`src/rtl/bit_destuff.sv`:
```
// CAN receive-path bit de-stuffer: drops the stuff bit after STUFF_LEN equal bits,
// forwards data bits with a valid strobe and flags stuff violations (sticky).
//
// state  | meaning
// IDLE   | no frame in progress; waiting for the first sample with enable high
// ACTIVE | forwarding data bits, tracking the current run of equal bits
// DROP   | a full run was seen; the next sampled bit must be the inverted stuff bit
// ERROR  | stuff violation seen; samples ignored until enable low or reset
module bit_destuff #(
  parameter int STUFF_LEN = 5,
  parameter int CNT_W     = 8
) (
  input  logic             clock,
  input  logic             reset,
  input  logic             enable,
  input  logic             sample,
  input  logic             rx_bit,
  output logic             dout,
  output logic             dvalid,
  output logic             stuff_drop,
  output logic             stuff_err,
  output logic [CNT_W-1:0] bit_cnt
);

  typedef enum logic [1:0] {IDLE, ACTIVE, DROP, ERROR} state_t;

  localparam logic [3:0]       RUN_FULL = 4'(STUFF_LEN);
  localparam logic [CNT_W-1:0] CNT_ONE  = CNT_W'(1);
  localparam logic [CNT_W-1:0] CNT_SAT  = '1;

  state_t           state, state_nxt;
  logic [3:0]       run_len, run_nxt;
  logic             prev, prev_nxt;
  logic             dout_nxt, dvalid_nxt, drop_nxt, err_nxt;
  logic [CNT_W-1:0] cnt_nxt;
  logic             emit;

  always_ff @(negedge clock) begin
    if (reset) begin
      state      <= IDLE;
      run_len    <= '0;
      prev       <= 1'b0;
      dout       <= 1'b0;
      dvalid     <= 1'b0;
      stuff_drop <= 1'b0;
      stuff_err  <= 1'b0;
      bit_cnt    <= '0;
    end else begin
      state      <= state_nxt;
      run_len    <= run_nxt;
      prev       <= prev_nxt;
      dout       <= dout_nxt;
      dvalid     <= dvalid_nxt;
      stuff_drop <= drop_nxt;
      stuff_err  <= err_nxt;
      bit_cnt    <= cnt_nxt;
    end
  end

  always_comb begin
    state_nxt  = state;
    run_nxt    = run_len;
    prev_nxt   = prev;
    dout_nxt   = dout;
    dvalid_nxt = 1'b0;
    drop_nxt   = 1'b0;
    err_nxt    = stuff_err;
    cnt_nxt    = bit_cnt;
    emit       = 1'b0;

    if (!enable) begin
      // leaving the frame window wipes everything, including the sticky error
      state_nxt = IDLE;
      run_nxt   = '0;
      prev_nxt  = 1'b0;
      dout_nxt  = 1'b0;
      err_nxt   = 1'b0;
      cnt_nxt   = '0;
    end else if (sample) begin
      case (state)
        IDLE: begin
          emit      = 1'b1;
          prev_nxt  = rx_bit;
          run_nxt   = 4'd1;
          state_nxt = ACTIVE;
        end
        ACTIVE: begin
          emit = 1'b1;
          if (rx_bit == prev) begin
            run_nxt = run_len + 4'd1;
          end else begin
            run_nxt  = 4'd1;
            prev_nxt = rx_bit;
          end
          if (run_nxt == RUN_FULL) state_nxt = DROP;
        end
        DROP: begin
          if (rx_bit != prev) begin
            drop_nxt  = 1'b1;
            prev_nxt  = rx_bit;
            run_nxt   = 4'd1;
            state_nxt = ACTIVE;
          end else begin
            err_nxt   = 1'b1;
            state_nxt = ERROR;
          end
        end
        ERROR: begin
        end
        default: state_nxt = IDLE;
      endcase

      if (emit) begin
        dout_nxt   = rx_bit;
        dvalid_nxt = 1'b1;
        if (bit_cnt != CNT_SAT) cnt_nxt = bit_cnt + CNT_ONE;
      end
    end
  end

endmodule

```
`config.mk`:
```
export PLATFORM = sky130hd
export DESIGN_NAME = bit_destuff
export DESIGN_NICKNAME = d
export VERILOG_FILES = /design/src/rtl/bit_destuff.sv
export SDC_FILE = /design/constraint.sdc
export NUM_CORES = 1
export LEC_CHECK = 0
export CAP_MARGIN = 0
export CORE_AREA = 2 2 47 49
export CTS_CLUSTER_SIZE = 24
export DETAILED_ROUTE_END_ITERATION = 8
export DIE_AREA = 0 0 49 51
export PLACE_DENSITY = 0.76
export SLEW_MARGIN = 20
export SYNTH_ARGS = -nofsm -noshare
export SYNTH_HDL_FRONTEND = slang
export SYNTH_SLANG_ARGS = --single-unit
```
`constraint.sdc`:
```
create_clock -name clock -period 2 [get_ports clock]
set_input_delay 0.2 -clock clock [delete_from_list [all_inputs] [get_ports clock]]
set_output_delay 0.2 -clock clock [all_outputs]
set_load 0.05 [all_outputs]
```
==> results of run 1 <==
-- worst max path at each step --
stage / start / to / slack [ps] / cells past startpoint
finish: stuff_err$_SDFFE_NP0P_ / stuff_err / -90 / 1
global route: stuff_err$_SDFFE_NP0P_ / stuff_err / -120 / 1
CTS: bit_cnt[1]$_SDFFE_NP0P_ / bit_cnt[1] / -90 / 1
detailed placement: sample / bit_cnt[5]$_SDFFE_NP0P_ / -720 / 5
global placement: sample / bit_cnt[5]$_SDFFE_NP0P_ / -640 / 5
floorplan: rx_bit / run_len[2]$_SDFFE_NP0P_ / -10 / 4
-- per-stage QoR --
step / worst slack [ps] / utilization
6_report: -88.02 / 0.8029
5_1_grt: -119.8 / 0.8029
4_1_cts: -86.39 / 0.7865
3_5_place_dp: -715.2 / 0.6968
3_3_place_gp: -639.8 / 0.6968
2_1_floorplan: -13.85 / -
-- area by class of cell --
cell class,count,area share
Multi-Input combinational cell,83,0.3935
Clock inverter,20,0.06118
Sequential cell,19,0.2417
Tap cell,28,0.02115
Timing Repair Buffer,38,0.2644
Clock buffer,3,0.01360
Inverter,2,0.004532
-- synthesized netlist by cell type, drive strengths merged --
master and n:
nand3 5, nor3b 3, xor2 4, a41oi 1, xnor2 2, dfxtp 19, nor2 12, o31ai 3
o2111a 1, buf 1, nor3 5, o211ai 2, inv 3, and3 1, nor2b 2, a31oi 3
mux2i 3, o21ai 4, nand2b 3, a32o 2, a21oi 5, clkbuf 2, nand4 3, and4 1
o21bai 1, nand2 8, ha 7, or4 1, nand4b 1
-- layer usage --
layer | track usage | wire (µm)
met5 | 0 | 0
met4 | 0.1476 | 22
met3 | 0.05848 | 79
met2 | 0.4224 | 1514
met1 | 0.2026 | 1037
-- sequential cells by signal, indices dropped and copies added, names as in the netlist --
name and cells:
bit_cnt 8, dout 1, dvalid 1, prev 1, run_len 4, state 2
stuff_drop 1, stuff_err 1
-- report_power, final --
group	leakage, nW	internal (mW)	switching, mW
Combinational	0.448	0.0617	0.0647
Sequential	0.160	0.384	0.00680
Clock	0.129	0.252	0.237
Total	0.737	0.697	0.309
-- timing repair --
action	4_1_cts	5_1_grt
buffers inserted	4	0
endpoints found under the setup margin	27	26
pin swaps	1	2
gates resized for setup	22	15
endpoints found under the hold margin	0	0
-- kinds of logic (layout without fill, tap and decap cells) --
family	after synthesis	after routing	synth area share
multiplexers	3	3	0.03061
adder cells (fa/ha/maj)	7	7	0.08928
AND/OR/NAND/NOR	45	45	0.2398
XOR/XNOR	6	6	0.06123
AO/OA/AOI/OAI	22	22	0.1671
buffers and inverters	6	63	0.02423
flip-flops	19	19	0.3878
-- layout by cell type, fill, tap and decap left out, types with 2 or more instances in the layout --
cell / count
buf_4: 22
inv_1: 21
nor2_1: 12
buf_12: 12
dfxtp_2: 10
nand2_1: 7
ha_1: 7
dfxtp_1: 7
nand3_1: 5
xor2_1: 4
mux2i_1: 3
a21oi_1: 3
nor3_1: 3
a31oi_1: 3
clkbuf_4: 3
nand2b_1: 2
nor2b_1: 2
nand4_1: 2
nor3b_1: 2
nor3_2: 2
a32o_1: 2
o211ai_1: 2
o31ai_1: 2
dfxtp_4: 2
==> metrics.csv, run 1 <==
metric,value,unit
maxSlewViolCount,0,
holdCritStartpoint,run_len[1]$_SDFFE_NP0P_,
crit-reg2reg-launch,state[0]$_SDFFE_NP0P_,
regArea,400.4,µm²
insertion_delay,390,ps
layout.nets,178,
dr.pass1.iters,4,
finClkSkew,30.34,ps
cts.sinks,19,
power,1.006,mW
failed_checks,setup timing,
clock-root-buffer,clkbuf_4,
htree_levels,1,
crit_fanout,2,
avgSynthCellArea,9.083,µm²
multi_input_area,651.9,µm²
stdcell_count,193,
grtUsageTotal,0.2196,
path_class,flop to output pin,
slowest_delay,350,ps
fillers,124,
fin_ws,-88.02,ps
required,1800,ps
pin_count,17,
crit_arrival,1890,ps
cts_tree,done,
yosys_warnings,0,
startpoint_type,flop,
dp_hpwl,1745,µm
power_density,607.2,nW/µm²
fp.coreArea,2063,µm²
drive_gt1_frac,0.4000,
place_area,1438,µm²
drc,0,
dp.cells,168,
vias_per_cell,5.420,
crit_family,flip-flops,
drtIter0Drc,45,
ctsHoldBuffers,0,
hold_path.class,flop to flop,
n_antenna_cell,0,
min_to,run_len[1]$_SDFFE_NP0P_,
die_h,51,µm
max-vdd-ir-drop,0.0005742,V
clk_path_buf_depth,2,
grt_max_degree,12,
initial_utilization,0.4754,
gp_congestion,0.8439,
relSlewSlack,0.7444,
cts_buffers,3,
path_clk_slew,60,ps
syn-cell-area,980.9,µm²
synthDistinctLibCells,32,
power.leakage,0.7372,nW
hold_violations,0,
finalSetupViolCount,12,
cp-end-kind,output pin,
hold-path-cell-count,2,
grt_first_pass_wirelength,4257,µm
antenna_found_initial,0,
synth_cells,108,
critPathBufInv,1,
reg2reg_depth,5,
drt_wl_total,2653,µm
path_cells,buf_12,
yosysSeqAreaShare,0.3878,
ant_nets,0,
port_buffers,16,
maxCapViolCount,0,
grt_setup_unrepaired,true,
num_rows,17,
status,finished with violations,
grt_pass1_vias,1086,
vias,1046,
slowest_stage,dfxtp_2,
fp.dieW,49,µm
die-area,2499,µm²
synth_area_leader_cell,dfxtp_1,
overflow,0,
r2r_slack,220,ps
avgRoutedWirePerCell,13.75,µm
reg2reg_to,bit_cnt[5]$_SDFFE_NP0P_,
final.setup.tns,-673.1,ps
synthDominantCellAreaShare,0.3878,
synth_area_leaders,"dfxtp_1 (39%), ha_1 (8.9%), nor2_1 (4.6%)",
finalInstanceArea,1657,µm²
area_growth,68.88,%
syn_nets,120,
ys_seq_elements,19,
whs,492.4,ps
worst_slew_pin_slew,383.3,ps
No activity file was read; power rests on OpenSTA's default activity.
==> inputs of run 2 (changes only) <==
--- a/config.mk
+++ b/config.mk
@@ -6,10 +6,10 @@
 export NUM_CORES = 1
 export LEC_CHECK = 0
 export CAP_MARGIN = 0
-export CORE_AREA = 2 2 47 49
+export CORE_AREA = 5 5 50 52
 export CTS_CLUSTER_SIZE = 24
 export DETAILED_ROUTE_END_ITERATION = 8
-export DIE_AREA = 0 0 49 51
+export DIE_AREA = 0 0 55 57
 export PLACE_DENSITY = 0.76
 export SLEW_MARGIN = 20
 export SYNTH_ARGS = -nofsm -noshare
==> metrics.csv, run 2 (synthesis results as in run 1) <==
metric,value,unit,change
status,finished with violations,,
failed_checks,setup timing,,
top_register,bit_cnt,,
fp.dieW,55,µm,+12%
drc,0,,unchanged
gp_congestion,0.8051,,-4.6%
n_antenna_cell,0,,unchanged
place_area,1438,µm²,unchanged
slowest_stage,dfxtp_2,,
hold_violations,0,,unchanged
die_h,57,µm,+12%
cts_buffers,3,,unchanged
port_buffers,16,,unchanged
reg2reg_to,bit_cnt[5]$_SDFFE_NP0P_,,
die-area,3135,µm²,+25%
startpoint_type,flop,,
slowest_delay,350,ps,about the same
num_rows,17,,unchanged
top_regs,"bit_cnt x8, run_len x4, state x2",,
ctsHoldBuffers,0,,unchanged
path_cells,buf_12,,
pin_count,17,,unchanged
fin_ws,-61.28,ps,+26.75 ps
grt_setup_unrepaired,true,,
hold_path.class,flop to flop,,
grt_pass1_vias,1049,,-3.4%
whs,487.4,ps,-4.998 ps
stdcell_count,193,,unchanged
required,1800,ps,about the same
vias_per_cell,5.192,,-4.2%
finalSetupViolCount,12,,unchanged
htree_levels,1,,unchanged
crit-reg2reg-launch,state[1]$_SDFFE_NP0P_,,
crit_fanout,2,,unchanged
dr.pass1.iters,4,,unchanged
initial_utilization,0.4754,,unchanged
insertion_delay,370,ps,-20 ps
power_density,600.8,nW/µm²,-1.1%
drt_wl_total,2375,µm,-10%
worst_slew_pin_slew,363.8,ps,-19.57 ps
antenna_found_initial,0,,unchanged
maxSlewViolCount,0,,unchanged
drtIter0Drc,30,,-33%
cts.sinks,19,,unchanged
layout.nets,178,,unchanged
dp.cells,168,,unchanged
final_common_cell,buf_4,,
crit_family,flip-flops,,
largest_reg_flops,8,,unchanged
grt_first_pass_wirelength,4077,µm,-4.2%
fp.coreArea,2063,µm²,unchanged
area_growth,66.45,%,
post-place-ws,-652.0,ps,+63.19 ps
relSlewSlack,0.7575,,+0.01305
clock-root-buffer,clkbuf_4,,
r2r_slack,280,ps,+60 ps
overflow,0,,unchanged
crit_arrival,1860,ps,-30 ps
max-vdd-ir-drop,0.0004367,V,-24%
final_cell_mix,"buf_4 (22), inv_1 (21), nor2_1 (12), buf_12 (12), dfxtp_2 (11)",,
grtUsageTotal,0.1709,,-0.04872
avgRoutedWirePerCell,12.31,µm,-10%
vias,1002,,-4.2%
path_class,flop to output pin,,
cts_tree,done,,
path_clk_slew,50,ps,about the same
critPathBufInv,1,,unchanged
drive_gt1_frac,0.3697,,-0.03030
maxCapViolCount,0,,unchanged
finalInstanceArea,1633,µm²,-1.4%
grt_max_degree,12,,unchanged
cp-end-kind,output pin,,
holdCritStartpoint,run_len[1]$_SDFFE_NP0P_,,
dp_hpwl,1810,µm,+3.7%
power.leakage,0.7214,nW,-2.1%
hold-path-cell-count,2,,unchanged
reg2reg_depth,6,,+1
clk_path_buf_depth,2,,unchanged
finClkSkew,14.06,ps,-16.27 ps
ant_nets,0,,unchanged
min_to,run_len[1]$_SDFFE_NP0P_,,
-- run 2: how the worst max path moves through the flow --
| stage | startpoint | endpoint | depth (start not counted) |
|---|---|---|---|
| finish | stuff_err$_SDFFE_NP0P_ | stuff_err | 1 |
| global route | bit_cnt[2]$_SDFFE_NP0P_ | bit_cnt[2] | 1 |
| CTS | bit_cnt[5]$_SDFFE_NP0P_ | bit_cnt[5] | 1 |
| detailed placement | sample | bit_cnt[5]$_SDFFE_NP0P_ | 5 |
| global placement | sample | bit_cnt[5]$_SDFFE_NP0P_ | 5 |
| floorplan | rx_bit | run_len[2]$_SDFFE_NP0P_ | 4 |
-- run 2: final cells by class --
cell class	instances	area (µm²)
fillers	122	430.4
multi-input cells	83	626.9
flip-flops and latches	19	397.9
well taps	28	35.03
clock buffers	3	22.52
inverters	2	7.507
repair buffers	38	441.7
clock inverters	20	101.3
-- run 2: tightest hold or removal path: cells and delay by family, from the launching register on --
| kind | cells | cell delay (ps) |
|---|---|---|
| compound gates | 1 | 50 |
| flops | 1 | 320 |
| simple gates | 1 | 70 |
-- run 2: report_power, final --
group	internal (mW)	switching, mW
Combinational	0.0595	0.0589
Clock	0.251	0.219
Sequential	0.386	0.00673
-- run 2: repair_timing --
| item | in CTS | in global routing |
|---|---|---|
| hold endpoints to repair | 0 | 0 |
| buffers inserted | 2 | 1 |
| endpoints found under the setup margin | 27 | 24 |
| resized for setup | 20 | 6 |
| pin swaps | 2 | 1 |
-- run 2: stage by stage --
stage               TNS [ps]  utilization  power (mW)
floorplan             -40.34            -      0.5147
global placement       -9371       0.6968      0.5686
detailed placement    -10020       0.6968      0.5717
CTS                   -709.9       0.7799      0.9992
global route           -1110       0.7914       1.061
finish                -504.5       0.7914      0.9811
-- run 2: layer usage --
metal / share of wire / vias up / routed length [µm] / track usage
met4: 0.013 / 0 / 30 / 0.09722
met2: 0.55 / 29 / 1299 / 0.3024
met5: 0 / - / 0 / 0
li1: - / 506 / - / -
met1: 0.39 / 463 / 926 / 0.1645
met3: 0.050 / 4 / 118 / 0.05744
